[src/rtl/seq_detect_prog.sv]
// ============================================================================
// seq_detect_prog
// ----------------------------------------------------------------------------
// Programmable serial bit-pattern detector. Watches a qualified serial bit
// stream for a runtime-loadable pattern of 1..MAX_LEN bits and reports each
// match as a registered one-cycle pulse plus a saturating match counter.
//
// Parameters
//   MAX_LEN  maximum pattern length in bits (4..32)
//   CNT_W    width of the match counter
//   LEN_W    width of length fields (derived, do not override)
//
// Ports
//   clk          in   single clock, rising-edge
//   reset        in   asynchronous active-low reset, synchronous release
//   inp_bit      in   serial data bit
//   in_valid     in   inp_bit qualifier
//   cfg_load     in   one-cycle strobe capturing cfg_pattern/cfg_len/cfg_overlap
//   cfg_pattern  in   pattern, bit [len-1] is received first, bit [0] last
//   cfg_len      in   pattern length
//   cfg_overlap  in   1 = overlapping detection, 0 = non-overlapping
//   cnt_clr      in   synchronous clear of match_count
//   seq_seen     out  registered one-cycle match pulse
//   match_count  out  saturating match count
//   cfg_err      out  high while the active configuration is invalid
//
// Input handshake: in_valid qualifies inp_bit and there is no backpressure.
// Every rising edge with in_valid=1 (and cfg_load=0) consumes exactly one
// bit; edges with in_valid=0 consume nothing and leave the history untouched.
// ============================================================================
module seq_detect_prog #(
    parameter int MAX_LEN = 8,
    parameter int CNT_W   = 16,
    parameter int LEN_W   = $clog2(MAX_LEN + 1)
) (
    input  logic               clk,
    input  logic               reset,
    input  logic               inp_bit,
    input  logic               in_valid,
    input  logic               cfg_load,
    input  logic [MAX_LEN-1:0] cfg_pattern,
    input  logic [LEN_W-1:0]   cfg_len,
    input  logic               cfg_overlap,
    input  logic               cnt_clr,
    output logic               seq_seen,
    output logic [CNT_W-1:0]   match_count,
    output logic               cfg_err
);

    // Power-on configuration reproduces the legacy fixed 1011 detector.
    localparam logic [MAX_LEN-1:0] DEF_PAT  = MAX_LEN'(4'b1011);
    localparam logic [LEN_W-1:0]   DEF_LEN  = LEN_W'(4);
    localparam logic [LEN_W-1:0]   FILL_MAX = LEN_W'(MAX_LEN);
    localparam logic [CNT_W-1:0]   CNT_MAX  = {CNT_W{1'b1}};

    // ------------------------------------------------------------------
    // State
    // ------------------------------------------------------------------
    logic [MAX_LEN-1:0] r_pat;
    logic [LEN_W-1:0]   r_len;
    logic               r_ovl;
    logic               r_cfg_err;
    logic [MAX_LEN-1:0] r_hist;
    logic [LEN_W-1:0]   r_fill;
    logic               r_seq_seen;
    logic [CNT_W-1:0]   r_count;

    // ------------------------------------------------------------------
    // Combinational next-history and match evaluation
    // ------------------------------------------------------------------
    logic               w_accept;
    logic [MAX_LEN-1:0] w_hist_next;
    logic [LEN_W-1:0]   w_fill_next;
    logic [MAX_LEN-1:0] w_mask;
    logic               w_match;
    logic               w_new_cfg_err;

    // cfg_load takes priority: a bit presented on a load edge is discarded.
    assign w_accept    = in_valid && !cfg_load;
    assign w_hist_next = {r_hist[MAX_LEN-2:0], inp_bit};
    assign w_fill_next = (r_fill == FILL_MAX) ? r_fill : r_fill + LEN_W'(1);

    // Mask selects the low r_len history bits; pattern bits at or above the
    // active length are don't-cares. When r_len is out of range the mask is
    // meaningless, but the match is gated by r_cfg_err anyway.
    always_comb begin
        w_mask = '0;
        for (int i = 0; i < MAX_LEN; i++) begin
            w_mask[i] = (i < int'(r_len));
        end
    end

    // Match is judged on the post-shift history so that seq_seen rises on
    // the same edge that accepts the final pattern bit.
    assign w_match = w_accept
                  && !r_cfg_err
                  && (w_fill_next >= r_len)
                  && ((w_hist_next & w_mask) == (r_pat & w_mask));

    assign w_new_cfg_err = (cfg_len == '0) || (cfg_len > FILL_MAX);

    // ------------------------------------------------------------------
    // Configuration registers
    // ------------------------------------------------------------------
    always_ff @(posedge clk or negedge reset) begin
        if (!reset) begin
            r_pat     <= DEF_PAT;
            r_len     <= DEF_LEN;
            r_ovl     <= 1'b1;
            r_cfg_err <= 1'b0;
        end else if (cfg_load) begin
            r_pat     <= cfg_pattern;
            r_len     <= cfg_len;
            r_ovl     <= cfg_overlap;
            r_cfg_err <= w_new_cfg_err;
        end
    end

    // ------------------------------------------------------------------
    // History shift register, fill counter and match pulse
    // ------------------------------------------------------------------
    always_ff @(posedge clk or negedge reset) begin
        if (!reset) begin
            r_hist     <= '0;
            r_fill     <= '0;
            r_seq_seen <= 1'b0;
        end else if (cfg_load) begin
            // A new configuration starts from an empty history.
            r_hist     <= '0;
            r_fill     <= '0;
            r_seq_seen <= 1'b0;
        end else if (w_accept) begin
            r_hist     <= w_hist_next;
            // Non-overlapping mode restarts the fill count after a match so
            // the next match needs r_len fresh bits; the history itself is
            // kept because the fill gate alone prevents reuse of old bits.
            if (w_match && !r_ovl) begin
                r_fill <= '0;
            end else begin
                r_fill <= w_fill_next;
            end
            r_seq_seen <= w_match;
        end else begin
            r_seq_seen <= 1'b0;
        end
    end

    // ------------------------------------------------------------------
    // Saturating match counter; clear beats a coincident match.
    // ------------------------------------------------------------------
    always_ff @(posedge clk or negedge reset) begin
        if (!reset) begin
            r_count <= '0;
        end else if (cnt_clr) begin
            r_count <= '0;
        end else if (w_match && (r_count != CNT_MAX)) begin
            r_count <= r_count + CNT_W'(1);
        end
    end

    assign seq_seen    = r_seq_seen;
    assign match_count = r_count;
    assign cfg_err     = r_cfg_err;

endmodule

[config.mk]
export PLATFORM = sky130hd
export DESIGN_NAME = seq_detect_prog
export DESIGN_NICKNAME = d
export VERILOG_FILES = /design/src/rtl/seq_detect_prog.sv
export SDC_FILE = /design/constraint.sdc
export NUM_CORES = 1
export LEC_CHECK = 0
export BUFFER_PORTS_ARGS = -buffer_cell sky130_fd_sc_hd__buf_2
export CAP_MARGIN = 5
export CORE_UTILIZATION = 56
export CTS_CLUSTER_SIZE = 20
export DETAILED_ROUTE_END_ITERATION = 12
export GPL_ROUTABILITY_DRIVEN = 0
export PLACE_DENSITY = 0.81
export SYNTH_ARGS = -nofsm -noshare
export SYNTH_HDL_FRONTEND = slang
export SYNTH_SLANG_ARGS = --single-unit
[constraint.sdc]
create_clock -name clk -period 3.4 [get_ports clk]
set_clock_uncertainty 0.1 [all_clocks]
set_input_delay 0.51 -clock clk [delete_from_list [all_inputs] [get_ports clk]]
set_output_delay 0.51 -clock clk [all_outputs]
set_load 0.02 [all_outputs]
==> impl_metrics.tcl <==
set metrics [dict create \
    status "finished, final reports clean" \
    hold_buffers 0 \
    worst_ep_required_time_ps 3480 \
    n_antenna_cell 0 \
    end_kind "flip-flop" \
    register_area_um2 1060 \
    path_clk_slew_ps 80 \
    synth-main-ff-cell "dfrtp_1" \
    path_cells "inv_1, ha_1, nand2_1, nand2_1, mux2i_1, ha_1, nor3_1, nor2_1, nand2_1, nor4_1, mux2_2" \
    yosys_register_bits 42 \
    worst_path_most_repeated_cell "nand2_1" \
    syn-mean-instance-area_um2 9.97 \
    num-nets-final 296 \
    use_met3_pct 4.79 \
    worst_slew_pin_slew_ps 906 \
    cts_buffers 5 \
    dr.pass1.iters 4 \
    final_area_um2 2670 \
    clk_path_buf_depth 2 \
    fin_crit_sh_pct 89.7 \
    cp-startpoint "r_fill[0]" \
    multi_input_area_um2 1210 \
    cp_slowest_cell "nor2_1" \
    grt_max_degree 43 \
    final_layout_size_suffix_gt1_share_pct 24.7 \
    overflow 0 \
    final_common_cell "dfrtp_1" \
    power_density_nw_per_um2 399 \
    drt-initial-drc-count 88 \
    reg2reg_setup_slack_ps 350 \
    grt_pass1_vias 1783 \
    core-area_um2 4030 \
    ant_nets 0 \
    finalNonFillerCells 321 \
    finalSetupTns_ps 0 \
    synth-async-reset-ratio_pct 100 \
    worst-setup-path-type "flip-flop to flip-flop" \
    slew_viol_final 0 \
    vias 1904 \
    yosys.area.top_type_share_pct 39.2 \
    cts_tree "built" \
    fin_crit_ps 3050 \
    fin_ws_ps 350 \
    ioPinCount 37 \
    htreeDepth 2 \
    postCtsSetupBuffers 0 \
    holdWs_ps 236 \
    die_height_um 67.0 \
    slowest_delay_ps 510 \
    synthTopCellsByArea "dfrtp_1 (39%), mux2_2 (8.1%), dfstp_2 (5.6%)" \
    vdd_drop_max_uv 240 \
    met1_usage_pct 31.0 \
    rsz0062_at_grt "false" \
    die_w_um 67.0 \
    n_fill_cell 333 \
    hp-class "input port to async pin" \
    syn_nets 263 \
    reg2reg_to "match_count[10]" \
    dp_slack_ps 403 \
    slew-limit-headroom_pct 39.6 \
    layout_common_cells "dfrtp_1 (37), buf_2 (36), nor2_1 (22)" \
    grt_pass1_wl_um 8140 \
    die_area_um2 4480 \
    ys_warn_count 0 \
    place_inst 313 \
    ys_types 40 \
    io_buffers 36 \
    cap_violations 0 \
    synth_edf_count 0 \
    synthesis.area_um2 2360 \
    fin_util_pct 66.3 \
    yosysTopAreaCell "dfrtp_1" \
    clock.fmax_mhz 328 \
    postRouteWirelength_um 4980 \
    cp-endpoint "match_count[10]" \
    antenna_found_initial 0 \
    worstPathArrival_ps 3130 \
    vias_per_cell 5.93 \
    setup_violations 0 \
    wire_per_inst_um 15.5 \
    crit_fanout 10 \
    start_util_pct 58.6 \
    seq_area_frac_synth_pct 44.8 \
    cts_sinks 42 \
    busiest_layer "met2" \
    drcViolationCount 0 \
    clock_latency_ps 290 \
    synthToLayoutAreaGrowth_pct 13.1 \
    worstRegToRegCells 11 \
    grt_util_all_layers_pct 24.5 \
    cts_resized 0 \
    cts_root_buf "clkbuf_8" \
    cp-start-kind "flip-flop" \
    r2r_start "r_fill[0]" \
    synthCells 237 \
    place_area_um2 2560 \
    num_rows 23 \
    post-dp-hpwl_um 3550 \
    p_leak_nw 1.18 \
    hold_viol 0 \
    p_total_mw 1.07 \
    gr-usage-met2_pct 39.3 \
]
## final cells by class
cell class | instances | share of cell area, %
clock inverter | 2 | 1.40
multi-input combinational | 173 | 45.4
sequential | 42 | 39.6
timing repair buffer | 37 | 7.02
tap | 50 | 2.34
clock buffer | 6 | 2.72
inverter | 11 | 1.54
## worst min path at each step
stage,endpoint,start,cells after the start
floorplan,cfg_err,reset,0
global placement,r_pat[6],r_pat[6],1
detailed placement,r_fill[1],r_fill[1],2
CTS,r_pat[5],reset,1
global route,r_pat[5],reset,1
finish,r_hist[4],reset,1
## kinds of logic after synthesis
family                   synth area share [%]
adder cells (fa/ha/maj)                  3.71
AO/OA/AOI/OAI                            9.59
XOR/XNOR                                 4.08
buffers and inverters                    3.87
multiplexers                             12.3
flip-flops                               44.8
AND/OR/NAND/NOR                          21.7
## layer usage
| metal | vias to the layer above | routed length [um] |
|---|---|---|
| met2 | 49 | 2410 |
| li1 | 928 | - |
| met3 | 8 | 186 |
| met1 | 919 | 2330 |
| met5 | - | 0 |
| met4 | 0 | 66 |
## synth_stat cells (2+ instances only)
library cell / instances
nand4_1: 6
o31ai_1: 8
clkbuf_1: 8
nor2_1: 22
nor4b_1: 2
o21ai_0: 4
and3_1: 4
or4_1: 6
dfstp_2: 5
nor2b_1: 6
mux2i_1: 10
mux2_2: 17
nand2_1: 16
inv_1: 11
nor3_1: 8
o32ai_1: 2
nand4b_1: 2
dfrtp_1: 37
xnor2_1: 11
ha_1: 7
a2111o_1: 2
nor3b_1: 2
o22ai_1: 2
nand2b_1: 4
nand3_1: 7
a21oi_1: 8
nor4_1: 7
## state kept, by name (all words and copies together), names as in the netlist
| name | flops |
|---|---|
| match_count | 16 |
| r_hist | 7 |
| r_pat | 8 |
| r_ovl | 1 |
| r_len | 4 |
| r_fill | 4 |
| seq_seen | 1 |
| cfg_err | 1 |
## power breakdown
group | leakage, nW | total (mW) | internal (mW) | switching (mW)
logic | 0.580 | 0.133 | 0.0547 | 0.0781
registers | 0.547 | 0.545 | 0.524 | 0.0215
clock network | 0.0514 | 0.389 | 0.219 | 0.170
total | 1.18 | 1.07 | 0.798 | 0.270
## critical path: cells and delay by family (launching register included)
kind / cells / cell delay [ps]
AND/OR/NAND/NOR: 6 / 1370
multiplexers: 2 / 580
adder cells (fa/ha/maj): 2 / 410
flip-flops: 1 / 390
buffers and inverters: 1 / 80
(Power assumes the default switching activity.)
